**src/rtl/iir_sched.sv**
```systemverilog
`default_nettype none
// ============================================================================
//  Module   : iir_sched
//  Purpose  : Time-multiplexed first-order recursive filter controller.
//             One datapath computing y <- x + y/2 + y/4 is shared among
//             N = 2**CW sample channels. A round-robin arbiter grants one
//             requesting channel per clock. Stage 1 captures the granted
//             sample. Stage 2 performs a read-modify-write of that
//             channel's feedback state and registers the result.
//  Ports    : clk     - rising-edge clock
//             reset   - asynchronous active-high reset, clears all state
//             req     - per-channel request, sample held until ack
//             x_bus   - packed samples, channel i at [(i+1)*(W+1)-1 : i*(W+1)]
//             clr     - synchronous clear of channel states and pipeline
//             ack     - combinational one-hot grant
//             y_out   - registered filter result (two's complement)
//             ch_out  - channel index of y_out
//             y_valid - y_out/ch_out valid this cycle
//  Revision : 1.0 - initial release
// ============================================================================
module iir_sched #(
  parameter int W  = 14,
  parameter int CW = 2
) (
  input  logic                         clk,
  input  logic                         reset,
  input  logic [(1<<CW)-1:0]           req,
  input  logic [(1<<CW)*(W+1)-1:0]     x_bus,
  input  logic                         clr,
  output logic [(1<<CW)-1:0]           ack,
  output logic [W:0]                   y_out,
  output logic [CW-1:0]                ch_out,
  output logic                         y_valid
);

  localparam int N  = 1 << CW;
  localparam int SW = W + 1;

  // Per-channel view of the packed sample bus
  logic signed [W:0] x_ch [N];

  for (genvar gi = 0; gi < N; gi++) begin : g_unpack
    assign x_ch[gi] = x_bus[gi*SW +: SW];
  end

  // --------------------------------------------------------------------------
  // Registers
  // --------------------------------------------------------------------------
  logic [CW-1:0]     ptr_q,     ptr_d;
  logic signed [W:0] x_r_q,     x_r_d;
  logic [CW-1:0]     ch_r_q,    ch_r_d;
  logic              v1_q,      v1_d;
  logic signed [W:0] state_q [N];
  logic signed [W:0] state_d [N];
  logic signed [W:0] y_out_q,   y_out_d;
  logic [CW-1:0]     ch_out_q,  ch_out_d;
  logic              y_valid_q, y_valid_d;

  // --------------------------------------------------------------------------
  // Round-robin arbiter: first requester at or after ptr, wrapping mod N
  // --------------------------------------------------------------------------
  logic [CW-1:0] scan_idx;
  logic [CW-1:0] grant_idx;
  logic          grant_found;
  logic          grant;

  always_comb begin
    scan_idx    = '0;
    grant_idx   = '0;
    grant_found = 1'b0;
    for (int i = 0; i < N; i++) begin
      scan_idx = ptr_q + CW'(i);
      if (!grant_found && req[scan_idx]) begin
        grant_found = 1'b1;
        grant_idx   = scan_idx;
      end
    end
  end

  // No grant while clearing; ack is also forced low during reset so that
  // requesters never see a handshake that the capture flops cannot honour.
  assign grant = grant_found & ~clr & ~reset;
  assign ack   = grant ? (N'(1) << grant_idx) : '0;

  // --------------------------------------------------------------------------
  // Stage 2 datapath: arithmetic shifts floor toward -inf, sum wraps
  // --------------------------------------------------------------------------
  logic signed [W:0] s_rd;
  logic signed [W:0] y_new;
  logic              wr_en;

  assign s_rd  = state_q[ch_r_q];
  assign y_new = x_r_q + (s_rd >>> 1) + (s_rd >>> 2);
  assign wr_en = v1_q & ~clr;

  // --------------------------------------------------------------------------
  // Next-state logic
  // --------------------------------------------------------------------------
  always_comb begin
    ptr_d     = ptr_q;
    x_r_d     = x_r_q;
    ch_r_d    = ch_r_q;
    v1_d      = grant;
    y_out_d   = y_out_q;
    ch_out_d  = ch_out_q;
    y_valid_d = wr_en;

    if (clr) begin
      ptr_d = '0;
    end else if (grant) begin
      ptr_d  = grant_idx + CW'(1);
      x_r_d  = x_ch[grant_idx];
      ch_r_d = grant_idx;
    end

    if (wr_en) begin
      y_out_d  = y_new;
      ch_out_d = ch_r_q;
    end
  end

  // Clear beats a simultaneous stage-2 write to the same entry
  always_comb begin
    for (int i = 0; i < N; i++) begin
      state_d[i] = state_q[i];
      if (clr) begin
        state_d[i] = '0;
      end else if (v1_q && (ch_r_q == CW'(i))) begin
        state_d[i] = y_new;
      end
    end
  end

  // --------------------------------------------------------------------------
  // Flops
  // --------------------------------------------------------------------------
  always_ff @(posedge clk or posedge reset) begin
    if (reset) begin
      ptr_q     <= '0;
      x_r_q     <= '0;
      ch_r_q    <= '0;
      v1_q      <= 1'b0;
      y_out_q   <= '0;
      ch_out_q  <= '0;
      y_valid_q <= 1'b0;
      for (int i = 0; i < N; i++) begin
        state_q[i] <= '0;
      end
    end else begin
      ptr_q     <= ptr_d;
      x_r_q     <= x_r_d;
      ch_r_q    <= ch_r_d;
      v1_q      <= v1_d;
      y_out_q   <= y_out_d;
      ch_out_q  <= ch_out_d;
      y_valid_q <= y_valid_d;
      for (int i = 0; i < N; i++) begin
        state_q[i] <= state_d[i];
      end
    end
  end

  assign y_out   = y_out_q;
  assign ch_out  = ch_out_q;
  assign y_valid = y_valid_q;

endmodule
`default_nettype wire

```
**config.mk**
```make
export PLATFORM = sky130hd
export DESIGN_NAME = iir_sched
export DESIGN_NICKNAME = d
export VERILOG_FILES = /design/src/rtl/iir_sched.sv
export SDC_FILE = /design/constraint.sdc
export NUM_CORES = 1
export LEC_CHECK = 0
export BUFFER_PORTS_ARGS = -buffer_cell sky130_fd_sc_hd__buf_4
export CORE_ASPECT_RATIO = 1.75
export CORE_MARGIN = 4
export CORE_UTILIZATION = 57
export DETAILED_ROUTE_END_ITERATION = 8
export PLACE_DENSITY = 0.84
export SYNTH_ARGS = -nofsm -noshare
export SYNTH_HDL_FRONTEND = slang
export SYNTH_SLANG_ARGS = --single-unit
```
**constraint.sdc**
```tcl
create_clock -name clk -period 4.5 [get_ports clk]
set_input_delay 0.45 -clock clk [delete_from_list [all_inputs] [get_ports clk]]
set_output_delay 0.45 -clock clk [all_outputs]
set_load 0.01 [all_outputs]
```
==> results of run 1 <==
==> state kept, by name, summed over array words and instances (netlist names) <==
name     count
ch_out       2
x_r_q       15
state_q     56
y_valid      1
v1_q         1
ptr_q        2
ch_r_q       2
y_out       15
==> final timing paths <==
| path | from | endpoint |
|---|---|---|
| max | ch_r_q[1] | state_q[12] |
| min | reset | state_q[22] |
| max reg2reg | ch_r_q[1] | state_q[12] |
| min reg2reg | ch_out[1] | ch_out[1] |
| max in group asynchronous | reset | state_q[39] |
| min in group clk | ch_out[1] | ch_out[1] |
==> cell usage in the layout, fill, tap and decap left out, types with 9 or more instances in the layout <==
cell / count
buf_4: 97
dfrtp_1: 94
nand2_1: 83
o21ai_0: 39
a21oi_1: 33
mux2i_1: 31
nand3b_1: 26
nor2_1: 21
ha_1: 17
mux2_2: 15
o21ai_1: 14
mux4_2: 14
fa_1: 14
inv_1: 13
a211oi_1: 13
nand3_1: 10
clkbuf_16: 9
==> cells by family after synthesis <==
family	Yosys count	share of synthesized area
buf+inv	49	0.0388
mux	60	0.143
flops	94	0.422
simple gates	177	0.159
compound gates	130	0.138
xor+xnor	7	0.0110
fa+ha+maj	31	0.0885
==> through the flow <==
step / util / cells
floorplan: - / 548
global placement: 0.662 / 734
detailed placement: 0.662 / 734
CTS: 0.689 / 749
global route: 0.689 / 749
finish: 0.689 / 749
==> where the power goes <==
part / switching [mW] / internal (mW) / total (mW)
clock network: 0.315 / 0.370 / 0.685
logic: 0.529 / 0.420 / 0.949
registers: 0.106 / 0.970 / 1.08
total: 0.949 / 1.76 / 2.71
==> layer usage <==
| layer | GRT usage | vias up | share of wire |
|---|---|---|---|
| met3 | 0.0423 | 34 | 0.065 |
| met4 | 0.104 | 0 | 0.028 |
| met5 | 0 | - | 0 |
| met2 | 0.426 | 175 | 0.52 |
| met1 | 0.324 | 2145 | 0.39 |
| li1 | - | 2085 | - |
==> final cells by class <==
type / count / area share
timing repair buffer: 97 / 0.111
sequential: 94 / 0.358
multi-input combinational: 405 / 0.458
clock inverter: 6 / 0.00610
clock buffer: 9 / 0.0343
tap: 122 / 0.0232
inverter: 16 / 0.00934
==> synthesized netlist by cell type, types with 3 or more instances <==
library cell / number / area (um^2)
o21ai_0: 39 / 195
nand3_1: 10 / 50.1
o21bai_1: 3 / 22.5
mux4_2: 14 / 315
and2_1: 5 / 31.3
inv_1: 14 / 52.6
xnor2_1: 4 / 35.0
fa_1: 14 / 280
ha_1: 17 / 213
nor2b_1: 3 / 18.8
nand2_1: 83 / 312
nand2b_1: 8 / 50.1
nand3b_1: 26 / 195
xor2_1: 3 / 26.3
clkbuf_1: 26 / 97.6
or3_1: 8 / 50.1
a21oi_1: 33 / 165
nor2_1: 21 / 78.8
a211oi_1: 13 / 97.6
o211ai_1: 3 / 22.5
a21o_1: 4 / 30.0
dfrtp_1: 94 / 2350
o21ai_1: 14 / 70.1
mux2_2: 15 / 169
mux2i_1: 31 / 310
o31ai_1: 8 / 60.1
a31oi_1: 5 / 31.3
buf_6: 4 / 45.0
==> out/results.txt, run 1 <==
Hold Crit Class = input pin to asynchronous set/reset pin
Gate Count Post-Synth = 548
# rows = 47
Pleak = 3.01 nW
Total track usage = 0.256
Syn_nets = 646
Required @ worst endpoint = 4.76 ns
Clock Tree Buf Depth = 2
Slowest-stage cell, CP = dfrtp_1
Power Density = 413 nW/um^2
Skew-Pair Late Insertion Delay = 0.34 ns
Status = complete, no violations
Total number of vias = 4439
WL final = 13.8 mm
CP top delay family = compound AO/OA/AOI/OAI gates
Sequential standard cell area = 2350 um^2
Slew margin rel. = 0.256
Largest net degree at the start of global routing = 73
Peak supply drop = 0.293 mV
PostCTS Resize Cnt = 0
Post-CTS Setup Bufs = 0
Die Ht = 139 um
N_diodes = 0
DR vias/cell = 5.93
Slew @ Worst Pin = 1.11 ns
Final Cell Area = 6570 um^2
Reg clk slew, reported paths = 0.07 ns
Nets@finish = 721
Synth async-reset ratio = 1.00
I/O pins = 89
Core area = 9530 um^2
H-tree levels = 3
Starting Density = 0.585
First-pass GRT wire length = 22.5 mm
Initial antenna violation count = 0
Setup WS post-layout = 0.451 ns
Placed Area = 6300 um^2
EDFF count, synth = 0
Pre-antenna DRT Iters = 5
Drt drc = 0
Multi-input gate area = 3010 um^2
Post-DP HPWL = 10.2 mm
WS Path Type = register to register
# setup viols final = 0
Yosys reg bits = 94
CTS Buf Count = 9
Unrepaired setup endpoints after global routing = false
Placer congestion estimate = 0.941
CP peak stage delay = 0.62 ns
CTS root buf = clkbuf_16
Crit path max fanout = 10
Worst Skew = 0.00940 ns
Ys flop type = dfrtp_1
CP Depth = 10
Final period util = 0.900
Vias in the first global route = 4573
Die span in x = 82.7 um
Syn. warnings = 0
Worst hold slack = 0.315 ns
Mean instance size in the synthesized netlist = 10.2 um^2
Most common cell on crit path = a21oi_1
Setup WS pre-CTS = 0.484 ns
Worst path bufs/invs = 1
CTS tree = done
Die area = 11500 um^2
ANT nets after route = 0
PortBufs = 88
Final Critical Period = 4.05 ns
Total gr overflow = 0
CP endpoint kind = register
Max Freq = 247 MHz
Max-cap violations = 0
# fillers = 723
R2R depth = 10
Post-route setup TNS = 0 ns
Final Hold Fails = 0
Final Power = 2.71 mW
Layout cells sized above 1 = 0.239
# clock sinks = 94
Unique cell type count in the Yosys netlist = 49
Routed length per instance = 18.4 um
CP Launch Type = register
Count of pins over their slew limit = 0
Arr. time, crit path = 4.31 ns
Area Growth Syn to Fin = 17.9%
Reg2reg setup slack = 0.45 ns
Worst path cell trace = buf_4 -> mux4_2 -> fa_1 -> ha_1 -> a211o_1 -> a21oi_1 -> a211oi_1 -> o21ai_0 -> nand3_1 -> a21oi_1
Initial DRC Count = 303
Post-synthesis sequential area ratio = 0.422
Hold_buf cts = 0
Synth Cell Area = 5570 um^2
No activity file was read; power rests on OpenSTA's default activity.
==> inputs of run 2 (changes only) <==
- CORE_ASPECT_RATIO: 1.75 -> unset
- PLACE_DENSITY: 0.84 -> unset
- PLACE_DENSITY_LB_ADDON: unset -> 0.2
==> out/results.txt, run 2 (synthesis results as in run 1) <==
Die span in x = 107 um (+29%)
WL final = 14.0 mm (+1.4%)
Final Critical Period = 3.98 ns (-0.0734 ns)
Largest register by flop count = state_q
Reg clk slew, reported paths = 0.09 ns (+0.02 ns)
Power Density = 400 nW/um^2 (-3.0%)
Total gr overflow = 0 (unchanged)
Total track usage = 0.260 (+0.00396)
Max Freq = 252 MHz (+1.8%)
Worst R2R Start = ch_r_q[1]
CP peak stage delay = 0.64 ns (+0.02 ns)
Drt drc = 0 (unchanged)
Die area = 11400 um^2 (-0.55%)
Most frequent cells in the layout = 97 x buf_4, 94 x dfrtp_1, 83 x nand2_1, 39 x o21ai_0, 33 x a21oi_1
Pleak = 2.98 nW (-0.90%)
N_diodes = 0 (unchanged)
Area Growth Syn to Fin = 17.0%
Met2 WL post-DR = 6.81 mm (-4.6%)
Total number of vias = 4504 (+1.5%)
Max-cap violations = 0 (unchanged)
R2R depth = 10 (unchanged)
Commonest non-fill, non-tap cell in the layout = buf_4
# setup viols final = 0 (unchanged)
Initial antenna violation count = 0 (unchanged)
Routed length per instance = 18.5 um (+0.34%)
Multi-input gate area = 3010 um^2 (unchanged)
Most common cell on crit path = o21ai_0
Skew-Pair Late Insertion Delay = 0.36 ns (+0.02 ns)
Placer congestion estimate = 0.911 (-3.3%)
M1 WL = 5.86 mm (+9.6%)
Starting Density = 0.595 (+0.00968)
Arr. time, crit path = 4.20 ns (-0.11 ns)
Layout cells sized above 1 = 0.240 (+0.00121)
Unrepaired setup endpoints after global routing = false
Crit Reg-Reg Endpoint = y_out[11]
Slowest-stage cell, CP = dfrtp_1
Post-route setup TNS = 0 ns (unchanged)
Worst path cell trace = buf_4 -> mux4_2 -> fa_1 -> ha_1 -> a21oi_1 -> nand2b_1 -> o211ai_1 -> o21ai_0 -> a31oi_1 -> o21ai_0
CTS Buf Count = 9 (unchanged)
Highest routed metal layer = met4
CTS root buf = clkbuf_8
Die Ht = 107 um (-23%)
Post-CTS Setup Bufs = 0 (unchanged)
Crit path max fanout = 13 (+3)
Pre-antenna DRT Iters = 5 (unchanged)
Peak supply drop = 0.294 mV (+0.40%)
First-pass GRT wire length = 23.4 mm (+4.1%)
I/O pins = 89 (unchanged)
Max reg flops = 56 (unchanged)
Final Power = 2.61 mW (-3.7%)
Final Hold Fails = 0 (unchanged)
CTS tree = done
WS Path Type = register to register
Clock Tree Buf Depth = 2 (unchanged)
CP endpoint kind = register
Vias in the first global route = 4576 (+0.066%)
Worst Skew = 0.0106 ns (+0.00119 ns)
PostCTS Resize Cnt = 0 (unchanged)
Status = complete, no violations
Slew @ Worst Pin = 0.986 ns (-0.126 ns)
Slew margin rel. = 0.341 (+0.0846)
Worst path bufs/invs = 1 (unchanged)
CP top delay family = compound AO/OA/AOI/OAI gates
H-tree levels = 3 (unchanged)
Required @ worst endpoint = 4.73 ns (-0.03 ns)
Sequential standard cell area = 2350 um^2 (unchanged)
WL met3 = 1.03 mm (+15%)
Final period util = 0.884 (-0.0163)
Hold Crit Class = input pin to asynchronous set/reset pin
Nets@finish = 721 (unchanged)
Reg2reg setup slack = 0.52 ns (+0.07 ns)
Initial DRC Count = 303 (unchanged)
PortBufs = 88 (unchanged)
Count of pins over their slew limit = 0 (unchanged)
# rows = 35 (-26%)
Post-DP HPWL = 10.0 mm (-1.4%)
# fillers = 777 (+7.5%)
Hold_buf cts = 0 (unchanged)
ANT nets after route = 0 (unchanged)
CP Launch Type = register
# clock sinks = 94 (unchanged)
DR vias/cell = 5.95 (+0.39%)
Core area = 9370 um^2 (-1.6%)
Largest net degree at the start of global routing = 73 (unchanged)
-- run 2: cell types whose count changed in the layout (fill, tap and decap cells not counted) --
cell,previous run,this run
clkinv_2,4,2
clkbuf_16,9,0
clkbuf_8,0,10
bufinv_16,0,1
inv_6,0,1
-- run 2: metrics by stage --
| stage | utilization | hold slack, ns | setup slack, ns | cells | cell area (um^2) |
|---|---|---|---|---|---|
| 2_1_floorplan | - | 0.456 | 0.948 | 548 | 5570 |
| 3_3_place_gp | 0.673 | 0.460 | 0.695 | 741 | 6310 |
| 3_5_place_dp | 0.673 | 0.467 | 0.558 | 741 | 6310 |
| 4_1_cts | 0.695 | 0.223 | 0.517 | 757 | 6520 |
| 5_1_grt | 0.695 | 0.257 | 0.125 | 757 | 6520 |
| 6_report | 0.695 | 0.206 | 0.524 | 757 | 6520 |
-- run 2: worst max-delay path by stage --
stage | cells past startpoint | slack (ns) | endpoint | start
3_3_place_gp | 10 | 0.70 | y_out[11] | ch_r_q[1]
2_1_floorplan | 10 | 0.95 | y_out[11] | ch_r_q[1]
3_5_place_dp | 10 | 0.56 | y_out[11] | ch_r_q[1]
4_1_cts | 10 | 0.52 | y_out[11] | ch_r_q[1]
5_1_grt | 10 | 0.12 | y_out[11] | ch_r_q[1]
6_report | 10 | 0.52 | y_out[11] | ch_r_q[1]
-- run 2: layout make-up --
cell class / instances / share of cell area
timing repair buffer: 97 / 0.112
inverter: 16 / 0.00941
tap: 129 / 0.0248
multi-input combinational: 405 / 0.462
clock buffer: 10 / 0.0211
clock inverter: 6 / 0.0106
sequential: 94 / 0.361
-- run 2: power by group --
group / internal (mW) / switching, mW
clock: 0.275 / 0.307
combinational: 0.421 / 0.534
sequential: 0.969 / 0.103
-- run 2: metal layers --
metal,up-vias,track usage
li1,2091,-
met1,2205,0.353
met2,183,0.426
met3,25,0.0476
met4,0,0.0804
met5,-,0
